<file path="src/rtl/serial_adder.sv">
// serial_adder: bit-serial WIDTH-bit adder built around a single full_addr cell
// and a registered carry. An addition takes one bit per clock, LSB first.
//
// Ports:
//   clk        system clock, all state on rising edge
//   rst_n      asynchronous active-low reset
//   start      request, sampled only in IDLE
//   a, b       operands, captured on the accepting edge
//   c_in       carry-in, captured on the accepting edge
//   busy       high while the addition is in progress (ADD)
//   done       one-cycle pulse, sum/carry_out freshly updated
//   sum        registered WIDTH-bit result
//   carry_out  registered final carry

// One-bit full adder cell.
module full_addr (
  input  logic a,
  input  logic b,
  input  logic c_in,
  output logic sum,
  output logic carry_out
);
  assign sum       = a ^ b ^ c_in;
  assign carry_out = (a & b) | (c_in & (a ^ b));
endmodule

module serial_adder #(
  parameter int WIDTH = 8
) (
  input  logic             clk,
  input  logic             rst_n,
  input  logic             start,
  input  logic [WIDTH-1:0] a,
  input  logic [WIDTH-1:0] b,
  input  logic             c_in,
  output logic             busy,
  output logic             done,
  output logic [WIDTH-1:0] sum,
  output logic             carry_out
);

  localparam int CW = $clog2(WIDTH);
  localparam logic [CW-1:0] LAST = CW'(WIDTH - 1);

  typedef enum logic [1:0] {IDLE, ADD, DONE} state_e;

  state_e state_q, state_d;

  logic [WIDTH-1:0] a_sh_q, a_sh_d;
  logic [WIDTH-1:0] b_sh_q, b_sh_d;
  logic [WIDTH-1:0] acc_q, acc_d;
  logic             carry_q, carry_d;
  logic [CW-1:0]    cnt_q, cnt_d;
  logic [WIDTH-1:0] sum_q, sum_d;
  logic             co_q, co_d;

  logic fa_sum, fa_co;

  // The single adder cell always looks at the current LSBs and carry.
  full_addr u_fa (
    .a        (a_sh_q[0]),
    .b        (b_sh_q[0]),
    .c_in     (carry_q),
    .sum      (fa_sum),
    .carry_out(fa_co)
  );

  // State register
  always_ff @(posedge clk or negedge rst_n) begin
    if (!rst_n) state_q <= IDLE;
    else        state_q <= state_d;
  end

  // Next-state logic
  always_comb begin
    state_d = state_q;
    case (state_q)
      IDLE:    if (start) state_d = ADD;
      ADD:     if (cnt_q == LAST) state_d = DONE;
      DONE:    state_d = IDLE;
      default: state_d = IDLE;
    endcase
  end

  // Outputs decoded from state
  always_comb begin
    busy = 1'b0;
    done = 1'b0;
    case (state_q)
      ADD:     busy = 1'b1;
      DONE:    done = 1'b1;
      default: ;
    endcase
  end

  // Datapath next values
  always_comb begin
    a_sh_d  = a_sh_q;
    b_sh_d  = b_sh_q;
    acc_d   = acc_q;
    carry_d = carry_q;
    cnt_d   = cnt_q;
    sum_d   = sum_q;
    co_d    = co_q;
    case (state_q)
      IDLE: begin
        if (start) begin
          a_sh_d  = a;
          b_sh_d  = b;
          carry_d = c_in;
          cnt_d   = '0;
        end
      end
      ADD: begin
        // Result bits enter at the MSB so after WIDTH shifts bit 0 lands at acc[0].
        acc_d   = {fa_sum, acc_q[WIDTH-1:1]};
        a_sh_d  = {1'b0, a_sh_q[WIDTH-1:1]};
        b_sh_d  = {1'b0, b_sh_q[WIDTH-1:1]};
        carry_d = fa_co;
        cnt_d   = cnt_q + 1'b1;
        // Publish on the last bit, using the acc value that includes it.
        if (cnt_q == LAST) begin
          sum_d = acc_d;
          co_d  = fa_co;
        end
      end
      default: ;
    endcase
  end

  always_ff @(posedge clk or negedge rst_n) begin
    if (!rst_n) begin
      a_sh_q  <= '0;
      b_sh_q  <= '0;
      acc_q   <= '0;
      carry_q <= 1'b0;
      cnt_q   <= '0;
      sum_q   <= '0;
      co_q    <= 1'b0;
    end else begin
      a_sh_q  <= a_sh_d;
      b_sh_q  <= b_sh_d;
      acc_q   <= acc_d;
      carry_q <= carry_d;
      cnt_q   <= cnt_d;
      sum_q   <= sum_d;
      co_q    <= co_d;
    end
  end

  assign sum       = sum_q;
  assign carry_out = co_q;

endmodule

</file>
<file path="config.mk">
export PLATFORM = sky130hd
export DESIGN_NAME = serial_adder
export DESIGN_NICKNAME = d
export VERILOG_FILES = /design/src/rtl/serial_adder.sv
export SDC_FILE = /design/constraint.sdc
export NUM_CORES = 1
export LEC_CHECK = 0
export BUFFER_PORTS_ARGS = -buffer_cell sky130_fd_sc_hd__buf_2
export CAP_MARGIN = 20
export CORE_UTILIZATION = 43
export DETAILED_ROUTE_END_ITERATION = 8
export SETUP_SLACK_MARGIN = 0.05
export SYNTH_ARGS = -nofsm -noshare
export SYNTH_HDL_FRONTEND = slang
export SYNTH_HIERARCHICAL = 1
export SYNTH_SLANG_ARGS = --single-unit
</file>
<file path="constraint.sdc">
create_clock -name clk -period 2.1 [get_ports clk]
set_clock_uncertainty 0.1 [all_clocks]
set_input_delay 0.42 -clock clk [delete_from_list [all_inputs] [get_ports clk]]
set_output_delay 0.42 -clock clk [all_outputs]
set_load 0.005 [all_outputs]
</file>
==> results of run 1 <==
## cells in the mapped netlist
library cell   n  area share [%]
buf_2          3            0.76
nand3b_1       1            0.38
a21o_1         1            0.38
nor4b_1        3             1.3
fa_1           1             1.0
nor3b_2        2             1.3
ha_1           2             1.3
or4b_1         4             2.0
nor3b_1       10             3.8
inv_2          1            0.19
buf_8          2             1.5
mux2i_1        1            0.51
inv_1         12             2.3
a21oi_1        1            0.25
nor2b_1        1            0.32
mux2_2         1            0.57
dfrtp_1       38              48
o21bai_4       1            0.95
o21ba_2        1            0.51
buf_4          3             1.1
a22o_1         2            0.89
mux2_4         9             6.8
a211oi_2      11             7.0
nor4bb_1       2             1.0
a211o_1        1            0.44
nand2b_4       1            0.70
nand2b_1       2            0.63
buf_6          4             2.3
mux2_1         6             3.4
o221a_2        4             2.3
nor4b_2        8             6.1
## flip-flops by register name, indices dropped and copies added, names as in the netlist
name       count
a_sh_q         8
acc_q          7
b_sh_q         8
carry_out      1
carry_q        1
cnt_q          3
state_q        2
sum            8
## worst register-to-register path, cell delays in order, from the launching register on
cell and delay [ns]:
dfrtp_1 0.40, ha_1 0.20, ha_1 0.20, nand3b_1 0.11, buf_4 0.22, mux2_4 0.32
## power groups by stage
stage	Clock (W)	Combinational (W)	Sequential, W
after floorplan	0	0.00110	0.00127
after global placement	0	0.00126	0.00130
after detailed placement	0	0.00131	0.00132
after CTS	0.000777	0.00132	0.00130
after global routing	0.000810	0.00144	0.00135
final	0.000768	0.00129	0.00130
## layout by cell type (no fill, tap or decap)
master	n
a22o_1	2
ha_1	2
o21bai_4	1
inv_2	1
a211o_1	1
inv_1	12
a211oi_2	11
mux2_4	9
dfrtp_1	38
nor3b_2	2
buf_4	6
bufinv_16	2
or4b_1	4
nor2b_1	1
fa_1	1
clkbuf_8	6
nor4b_1	3
nor4bb_1	2
a21oi_1	1
nand3b_1	1
mux2i_1	1
buf_2	30
o221a_2	4
nand2b_1	2
nor4b_2	8
nand2b_4	1
a21o_1	1
mux2_2	1
mux2_1	6
o21ba_2	1
nor3b_1	10
## final timing paths
kind                       slack (ns)              startpoint               endpoint
max in group asynchronous        1.49                   rst_n  b_sh_q[5]$_DFFE_PN0P_
min in group clk                 0.37                    a[0]  a_sh_q[0]$_DFFE_PN0P_
max reg2reg                      0.45    cnt_q[0]$_DFFE_PN0P_     sum[6]$_DFFE_PN0P_
min                              0.06                   rst_n     sum[6]$_DFFE_PN0P_
max                              0.24  state_q[1]$_DFFE_PN0P_                   done
min reg2reg                      0.39    cnt_q[0]$_DFFE_PN0P_   cnt_q[0]$_DFFE_PN0P_
## cell type report
class | instances | area (sq um)
Multi-Input combinational cell | 76 | 866
Inverter | 13 | 48.8
Timing Repair Buffer | 36 | 195
Fill cell | 377 | 2120
Clock buffer | 6 | 82.6
Sequential cell | 38 | 951
Tap cell | 52 | 65.1
Clock inverter | 2 | 60.1
## through the flow
stage	hold WS, ns	cell area [sq um]
2_1_floorplan	0.0244	1980
3_3_place_gp	0.367	2130
3_5_place_dp	0.376	2130
4_1_cts	0.0904	2270
5_1_grt	0.109	2270
6_report	0.0645	2270
## metal layers
layer	part of all wire [%]	routed length [microns]	track usage, %
met2	48	1680	26.5
met5	0	0	0
met4	1.6	55	6.67
met3	3.5	123	4.22
met1	47	1670	20.1
## cell families (layout without fill, tap and decap cells)
logic type	count (synthesis)	in the layout	synth area share, %
compound gates	22	22	12.7
flops	38	38	48.1
buf+inv	25	57	8.16
simple gates	34	34	17.5
fa+ha+maj	3	3	2.28
mux	17	17	11.3
==> summary.md, run 1 <==
| Metric | Value |
|---|---|
| Outcome | completed |
| Post-CTS Hold Buffers | 0 |
| Crit path depth | 3 |
| Largest net degree at the start of global routing | 39 |
| CP Cell Sequence | buf_4, nor2b_1, buf_2 |
| Number of gates resized after CTS | 0 |
| Internal cell power | 0.00230 W |
| # diodes | 0 |
| Clock tree root buffer cell | clkbuf_8 |
| Sequential element share of the synthesized area | 48.1% |
| Max_cap viols | 0 |
| Max clock buf depth | 2 |
| Worst EP required | 1.58 ns |
| Remaining DRCs | 0 |
| RSZ-0062 raised after global routing | false |
| Final Worst Setup Slack | around 0.24 ns |
| Setup TNS | 0 ns |
| Die Width | 69.8 microns |
| Fin util | 51.7% |
| Worst skew pair latency | between 0.2 and 0.3 ns |
| Vias | 1188 |
| DR vias/cell | 5.33 |
| First-pass GRT wire length | 6.11 mm |
| Maximum vdd drop | slightly above 600 uV |
| Postcts setup bufs | 0 |
| Worst slew pin tran | 0.504 ns |
| Layout Cells excl Fill | 223 |
| Slew Viols, Final | 0 |
| Fin crit share | 88.4% |
| Synth cell types | 31 |
| Reg power frac | 38.7% |
| Final Critical Period | ~1.9 ns |
| Worst path slowest cell | dfrtp_1 |
| Die area | 0.00488 sq mm |
| Port Buffer Count | 30 |
| Total power | between 0.003 and 0.004 W |
| Die Ht | 69.8 microns |
| Yosys reg bits | 38 |
| Number of core rows | 24 |
| Initial antenna violation count | 0 |
| Placed insts | 215 |
| Worst slew margin | 66.3% |
| Crit. End Element | primary output |
| Area of the mapped netlist | 0.00198 sq mm |
| Detailed Route Iter0 Violations | 30 |
| Layout cell share with drive strength beyond 1 | a little under 50% |
| Total track usage | between 10% and 20% |
| Critical path class | reg2out |
| Post-synth net total | roughly 160 |
| Buffers & Inverters on Critical Path | 2 |
| Pre-CTS setup slack | 0.451 ns |
| Startpoint Class | register |
| Clk sinks | 38 |
| Gpl congestion | 0.677 |
| Pleak | 1.05 nW |
| Initial Util | roughly 45% |
| Syn avg cell area | 14.2 sq um |
| Clk pwr share | 22.8% |
| CP top delay family | flip-flops |
| TritonCTS clock tree | done |
| Antenna Nets Post-Route | 0 |
| Power Density | between 1000 and 1500 mW/mm^2 |
| Crit path max fanout | 12 |
| Vias in the first global route | 1252 |
| Inserted Clock Buffers | 5 |
| WP data arrival | 1.34 ns |
| Area grow syn2layout | 14.7% |
| Routed WL | roughly 3.5 mm |
| IO Pins | 31 |
| Crit-path max cell delay | 0.51 ns |
| Final hold vios | 0 |
| Cells on worst reg2reg path | 5 |
| Gr ovfl total | 0 |
| Peak Freq | 0.539 GHz |
| Worst hold path class | in2async |
| Sw Pwr | 0.00106 W |
| Syn Inst Count | 139 |
| H-tree depth | 2 |
| # setup viols final | 0 |
| Nets | 193 |
| HPWL Detailed | ~2.4 mm |
| Combinational Power Share | 38.5% |
| WL per Instance | 15.8 microns |
| Area of the core | 0.00438 sq mm |
| Worst-path clk slew | 0.08 ns |
| Switching part of the total | 31.7% |
| Synth warn | 6 |
| DRT Pass-1 Iters | 4 |
Note: power is estimated with default switching activity, not from simulation.
==> run 2, diff against run 1 <==
--- a/config.mk
+++ b/config.mk
@@ -9,6 +9,7 @@
 export CAP_MARGIN = 20
 export CORE_UTILIZATION = 43
 export DETAILED_ROUTE_END_ITERATION = 8
+export RECOVER_POWER = 25
 export SETUP_SLACK_MARGIN = 0.05
 export SYNTH_ARGS = -nofsm -noshare
 export SYNTH_HDL_FRONTEND = slang
==> run 2 against run 1 <==
Utilization down 0.057 points; die area unchanged; maximum frequency is the same; largest power group unchanged; via count is the same; register-to-register slack about the same; global-route usage stayed put; count of clock-buffer cells in the layout unchanged; sequential share of layout area barely moved.
==> summary.md, run 2 (synthesized netlist as in run 1, its figures left out) <==
| Metric | Value |
|---|---|
| Hold Slack | 0.240 ns (was 0.0645 ns) |
| Peak Freq | 0.539 GHz (unchanged) |
| H-tree depth | 2 (unchanged) |
| Setup TNS | 0 ns (unchanged) |
| CP Launch Point | state_q[1]$_DFFE_PN0P_ (unchanged) |
| Outcome | completed (unchanged) |
| Die Ht | 69.8 microns (unchanged) |
| Gpl congestion | 0.677 (unchanged) |
| Worst skew pair latency | 0.29 ns (about the same) |
| Worst R2R Start | cnt_q[0]$_DFFE_PN0P_ (unchanged) |
| Critical path class | reg2out (unchanged) |
| Crit-path max cell delay | 0.51 ns (about the same) |
| Number of gates resized after CTS | 0 (unchanged) |
| Worst-path clk slew | 0.08 ns (about the same) |
| Clock tree root buffer cell | clkbuf_8 (unchanged) |
| HPWL Detailed | 2.36 mm (unchanged) |
| Routed wl met3 | 123 microns (unchanged) |
| Port Buffer Count | 30 (unchanged) |
| Fin util | 51.7% (about the same) |
| Clk pwr share | 22.8% (about the same) |
| Slew Viols, Final | 0 (unchanged) |
| Inserted Clock Buffers | 5 (unchanged) |
| Met2 WL | 1.68 mm (about the same) |
| Startpoint Class | register (unchanged) |
| Postcts setup bufs | 0 (unchanged) |
| WL per Instance | 15.8 microns (about the same) |
| DR vias/cell | 5.33 (unchanged) |
| IO Pins | 31 (unchanged) |
| Post-CTS Hold Buffers | 0 (unchanged) |
| DR top layer | met4 (unchanged) |
| Switching part of the total | 31.7% (about the same) |
| CP Cell Sequence | buf_4, nor2b_1, buf_2 (unchanged) |
| Gr ovfl total | 0 (unchanged) |
| Sw Pwr | 0.00106 W (about the same) |
| RSZ-0062 raised after global routing | false (unchanged) |
| Combinational Power Share | 38.4% (was 38.5%) |
| Number of core rows | 24 (unchanged) |
| Clk sinks | 38 (unchanged) |
| Antenna Nets Post-Route | 0 (unchanged) |
| Pleak | 1.05 nW (about the same) |
| Final Critical Period | 1.86 ns (unchanged) |
| First-pass GRT wire length | 6.11 mm (unchanged) |
| # diodes | 0 (unchanged) |
| Power Density | 1480 mW/mm^2 (about the same) |
| Most common cell after layout, fill and taps aside | dfrtp_1 (unchanged) |
| Total track usage | 16.1% (unchanged) |
| Fin crit share | 88.4% (unchanged) |
| Final hold vios | 0 (unchanged) |
| Initial antenna violation count | 0 (unchanged) |
| # fillers | 378 (was 377) |
| Largest net degree at the start of global routing | 39 (unchanged) |
| Worst path slowest cell | dfrtp_1 (unchanged) |
| Remaining DRCs | 0 (unchanged) |
| Most frequent cells in the layout | dfrtp_1 (38), buf_2 (30), inv_1 (12) (unchanged) |
| Routed WL | 3.53 mm (about the same) |
| Detailed Route Iter0 Violations | 30 (unchanged) |
| # setup viols final | 0 (unchanged) |
| Worst hold path class | in2async (unchanged) |
| Met1 Wirelength | 1.67 mm (about the same) |
| DRT Pass-1 Iters | 4 (unchanged) |
| WP data arrival | 1.34 ns (about the same) |
| Vias in the first global route | 1252 (unchanged) |
| Die area | 0.00488 sq mm (unchanged) |
| Vias | 1188 (unchanged) |
| Nets | 193 (unchanged) |
| Worst EP required | 1.58 ns (about the same) |
| Area grow syn2layout | 14.5% (was 14.7%) |
| Max clock buf depth | 2 (unchanged) |
| Layout cell share with drive strength beyond 1 | 48.5% (unchanged) |
| Crit. End Element | primary output (unchanged) |
| Maximum vdd drop | 622 uV (about the same) |
| Internal cell power | 0.00230 W (about the same) |
| Total power | 0.00336 W (about the same) |
| TritonCTS clock tree | done (unchanged) |
| Worst slew pin tran | 0.938 ns (was 0.504 ns) |
| Area of the core | 0.00438 sq mm (unchanged) |
| Reg power frac | 38.7% (about the same) |
| Max_cap viols | 0 (unchanged) |
| Die Width | 69.8 microns (unchanged) |
| Worst slew margin | 37.5% (was 66.3%) |
| Initial Util | 45.1% (unchanged) |
| Crit path max fanout | 12 (unchanged) |
-- run 2: cell types whose count changed in the layout (fill, tap and decap cells not counted) --
cell,delta
buf_4,-1
clkbuf_2,+1
-- run 2: worst paths after layout --
kind,end,slack [ns],depth (start not counted)
max,done,0.24,3
min,sum[6]$_DFFE_PN0P_,0.24,2
max reg2reg,sum[6]$_DFFE_PN0P_,0.45,5
min reg2reg,cnt_q[0]$_DFFE_PN0P_,0.39,1
max in group asynchronous,b_sh_q[5]$_DFFE_PN0P_,1.07,2
min in group clk,a_sh_q[0]$_DFFE_PN0P_,0.37,3
-- run 2: power groups by stage --
stage               combinational, W  sequential [W]  clock [W]
floorplan                    0.00110         0.00127          0
global placement             0.00126         0.00130          0
detailed placement           0.00131         0.00132          0
CTS                          0.00132         0.00130   0.000777
global route                 0.00144         0.00135   0.000810
finish                       0.00129         0.00130   0.000768
-- run 2: worst max-delay path: cells and delay by family (launching register included) --
family        cells  cell delay, ns
buf+inv           2            0.39
flops             1            0.51
simple gates      1            0.15
-- run 2: final cells by class --
class | instances | area [sq um] | share of cell area [%]
clock buffer | 6 | 82.6 | 3.64
sequential | 38 | 951 | 42.0
timing repair buffer | 36 | 193 | 8.50
clock inverter | 2 | 60.1 | 2.65
tap | 52 | 65.1 | 2.87
inverter | 13 | 48.8 | 2.15
multi-input combinational | 76 | 866 | 38.2
-- run 2: metal layers --
| layer | track usage (%) | vias up |
|---|---|---|
| met4 | 6.67 | 0 |
| met1 | 20.1 | 592 |
| met2 | 26.5 | 24 |
| met5 | 0 | - |
| li1 | - | 567 |
| met3 | 4.22 | 5 |
-- run 2: per-stage QoR --
| stage | std cells | instance area, sq um | worst slack (ns) |
|---|---|---|---|
| 4_1_cts | 223 | 2270 | 0.226 |
| 6_report | 223 | 2270 | 0.243 |
| 3_3_place_gp | 215 | 2130 | 0.503 |
| 3_5_place_dp | 215 | 2130 | 0.451 |
| 5_1_grt | 223 | 2270 | 0.126 |
| 2_1_floorplan | 139 | 1980 | 0.565 |
==> run 3, diff against run 2 <==
--- a/config.mk
+++ b/config.mk
@@ -13,5 +13,4 @@
 export SETUP_SLACK_MARGIN = 0.05
 export SYNTH_ARGS = -nofsm -noshare
 export SYNTH_HDL_FRONTEND = slang
-export SYNTH_HIERARCHICAL = 1
 export SYNTH_SLANG_ARGS = --single-unit
==> run 3 against run 2 <==
Flip-flop and latch count unchanged; global-route usage is 1.2 points higher; critical endpoint unchanged; utilization is 2.3 points higher; maximum frequency increased by 0.13%.
==> summary.md, run 3 <==
| Metric | Value |
|---|---|
| Layout cell share with drive strength beyond 1 | 42.2% (was 48.5%) |
| Crit path depth | 3 (unchanged) |
| RSZ-0062 raised after global routing | false (unchanged) |
| Die Ht | 65.7 microns (was 69.8 microns) |
| Area of the core | 0.00377 sq mm (was 0.00438 sq mm) |
| Post-synth EDFFs | 0 (unchanged) |
| Worst slew margin | 39.3% (was 37.5%) |
| Synth warn | 0 (was 6) |
| Final Worst Setup Slack | 0.245 ns (was 0.243 ns) |
| First-pass GRT wire length | 5.53 mm (was 6.11 mm) |
| Met1 Use GR | 24.7% (was 20.1%) |
| Final hold vios | 0 (unchanged) |
| Number of gates resized after CTS | 0 (unchanged) |
| DR vias/cell | 5.51 (was 5.33) |
| GR Layer Usage met2 | 24.5% (was 26.5%) |
| Nets | 188 (was 193) |
| Worst-path clk slew | 0.07 ns (was 0.08 ns) |
| Worst path slowest cell | dfrtp_1 (unchanged) |
| Startpoint Class | register (unchanged) |
| Cells on worst reg2reg path | 4 (was 5) |
| Area of the mapped netlist | 0.00174 sq mm (was 0.00198 sq mm) |
| Most frequent cells in the layout | dfrtp_1 (38), buf_2 (30), mux2_2 (16) (was dfrtp_1 (38), buf_2 (30), inv_1 (12)) |
| DRT Pass-1 Iters | 4 (unchanged) |
| Crit. End Element | primary output (unchanged) |
| Synth top area share | 54.6% (was 48.1%) |
| Postcts setup bufs | 0 (unchanged) |
| Syn Inst Count | 133 (was 139) |
| Async SR Flop Fraction | 100% (unchanged) |
| Max clock buf depth | 2 (unchanged) |
| Global Route met3 Usage | 4.51% (was 4.22%) |
| Port Buffer Count | 30 (unchanged) |
| # fillers | 345 (was 378) |
| Multi-input gate area | 703 sq um (was 866 sq um) |
| # setup viols final | 0 (unchanged) |
| Buffers & Inverters on Critical Path | 2 (unchanged) |
| Clock tree root buffer cell | clkbuf_8 (unchanged) |
| Post-CTS Hold Buffers | 0 (unchanged) |
| WL per Instance | 15.2 microns (was 15.8 microns) |
| Register area | 951 sq um (unchanged) |
| Yosys reg bits | 38 (unchanged) |
| Initial antenna violation count | 0 (unchanged) |
| Number of core rows | 22 (was 24) |
| # diodes | 0 (unchanged) |
| Setup TNS | 0 ns (unchanged) |
| Crit path max fanout | 13 (was 12) |
| Detailed Route Iter0 Violations | 159 (was 30) |
| Largest net degree at the start of global routing | 39 (unchanged) |
| Syn avg cell area | 13.1 sq um (was 14.2 sq um) |
| Die Width | 65.7 microns (was 69.8 microns) |
| Fin crit share | 88.3% (was 88.4%) |
| Gpl congestion | 0.701 (was 0.677) |
| Outcome | completed (unchanged) |
| HPWL Detailed | 2.25 mm (was 2.36 mm) |
| Crit-path max cell delay | 0.56 ns (was 0.51 ns) |
| Worst R2R Start | cnt_q[0]$_DFFE_PN0P_ (unchanged) |
| Busiest layer in global routing | met1 (was met2) |
| Power Density | 1420 mW/mm^2 (was 1480 mW/mm^2) |
| Max_cap viols | 0 (unchanged) |
| Post-synth top cells | dfrtp_1 (38), mux2_2 (16), inv_1 (10), nor3b_1 (10) (was dfrtp_1 (38), inv_1 (12), a211oi_2 (11)) |
| WP data arrival | 1.33 ns (was 1.34 ns) |
| Pleak | 0.935 nW (was 1.05 nW) |
| Maximum vdd drop | 591 uV (was 622 uV) |
| Die area | 0.00431 sq mm (was 0.00488 sq mm) |
| Area leader, netlist | dfrtp_1 (unchanged) |
| Synth area leaders | dfrtp_1 (55%), mux2_2 (10%), o221a_2 (4.5%) (was dfrtp_1 (48%), a211oi_2 (7.0%), mux2_4 (6.8%)) |
| Worst slew pin tran | 0.911 ns (was 0.938 ns) |
| Area grow syn2layout | 16.8% (was 14.5%) |
| Worst hold path class | in2async (unchanged) |
| Count leader, synth | dfrtp_1 (unchanged) |
| CP Cell Sequence | buf_4, nor2b_1, buf_2 (unchanged) |
| Placement Cell Area | 0.00195 sq mm (was 0.00213 sq mm) |
| IO Pins | 31 (unchanged) |
| Vias in the first global route | 1172 (was 1252) |
| Vias | 1179 (was 1188) |
| Routed WL | 3.26 mm (was 3.53 mm) |
| Most common cell after layout, fill and taps aside | dfrtp_1 (unchanged) |
| Inserted Clock Buffers | 5 (unchanged) |
| Peak Freq | 0.539 GHz (about the same) |
| Post-synth net total | 156 (was 162) |
| Remaining DRCs | 0 (unchanged) |
| Slew Viols, Final | 0 (unchanged) |
| Clk sinks | 38 (unchanged) |
| Synth cell types | 23 (was 31) |
| H-tree depth | 2 (unchanged) |
| Sequential element share of the synthesized area | 54.6% (was 48.1%) |
| Fin area | 0.00204 sq mm (was 0.00227 sq mm) |
| Worst EP required | 1.58 ns (about the same) |
| Top_reg_cell synth | dfrtp_1 (unchanged) |
| Worst skew pair latency | 0.28 ns (was 0.29 ns) |
| Flop2flop setup slack | 0.34 ns (was 0.45 ns) |
| Total track usage | 17.3% (was 16.1%) |
| TritonCTS clock tree | done (unchanged) |
| Final Critical Period | 1.85 ns (was 1.86 ns) |
| Gr ovfl total | 0 (unchanged) |
| Initial Util | 46.2% (was 45.1%) |
| CP Launch Point | state_q[1]$_DFFE_PN0P_ (unchanged) |
| Critical path class | reg2out (unchanged) |
| Pre-CTS setup slack | 0.327 ns (was 0.451 ns) |
| CP top delay family | flip-flops (unchanged) |
| Antenna Nets Post-Route | 0 (unchanged) |
==> run 3: cell count changes in the layout (fill, tap and decap cells not counted), sizes merged <==
| cell | previous run | this run |
|---|---|---|
| a211o | 1 | 2 |
| inv | 13 | 10 |
| clkbuf | 7 | 8 |
| or4b | 4 | 7 |
| a21o | 1 | 0 |
| bufinv | 2 | 0 |
| a211oi | 11 | 8 |
| nor3b | 12 | 10 |
| nor4b | 11 | 8 |
| clkinv | 0 | 1 |
| o221a | 4 | 7 |
==> run 3: final cells by class <==
type                            count  share of cell area (%)
Tap cell                           48                    2.95
Inverter                           10                    1.84
Clock buffer                        7                    4.24
Sequential cell                    38                    46.7
Clock inverter                      1                   0.246
Multi-Input combinational cell     74                    34.5
Timing Repair Buffer               36                    9.47
==> run 3: cell families after synthesis <==
group | after synthesis | share of synthesized area, %
muxes | 17 | 10.9
adders and majority gates | 3 | 2.58
buffers and inverters | 21 | 5.10
and+or+nand+nor | 32 | 15.4
AOI/OAI and AO/OA | 22 | 11.5
DFF | 38 | 54.6
==> run 3: final timing paths <==
| path | to |
|---|---|
| max | done |
| min | acc_q[4]$_DFFE_PN0P_ |
| max reg2reg | sum[7]$_DFFE_PN0P_ |
| min reg2reg | cnt_q[0]$_DFFE_PN0P_ |
| max in group asynchronous | carry_q$_DFFE_PN0P_ |
| min in group clk | cnt_q[0]$_DFFE_PN0P_ |
==> run 3: worst register-to-register path: cells and delay by family, from the launching register on <==
family | cells | cell delay [ns]
muxes | 1 | 0.40
and+or+nand+nor | 1 | 0.37
adders and majority gates | 2 | 0.39
DFF | 1 | 0.39
==> run 3: per-stage QoR <==
step	cells	hold WS (ns)	util, %	power, W
global placement	206	0.371	51.6	0.00237
floorplan	133	0.0244	-	0.00206
detailed placement	206	0.373	51.6	0.00242
global route	214	0.328	54.0	0.00310
finish	214	0.245	54.0	0.00289
CTS	214	0.0901	54.0	0.00293
==> run 3: routing by layer <==
metal	part of all wire (%)	routed length, microns
met3	4.7	153
met5	0	0
met2	45	1470
met4	0.95	31
met1	49	1610
==> run 3: where the power goes <==
part	total [W]	switching, W	internal [W]
Clock	0.000494	0.000230	0.000264
Combinational	0.00109	0.000476	0.000615
Sequential	0.00130	0.000214	0.00109
Total	0.00289	0.000920	0.00197
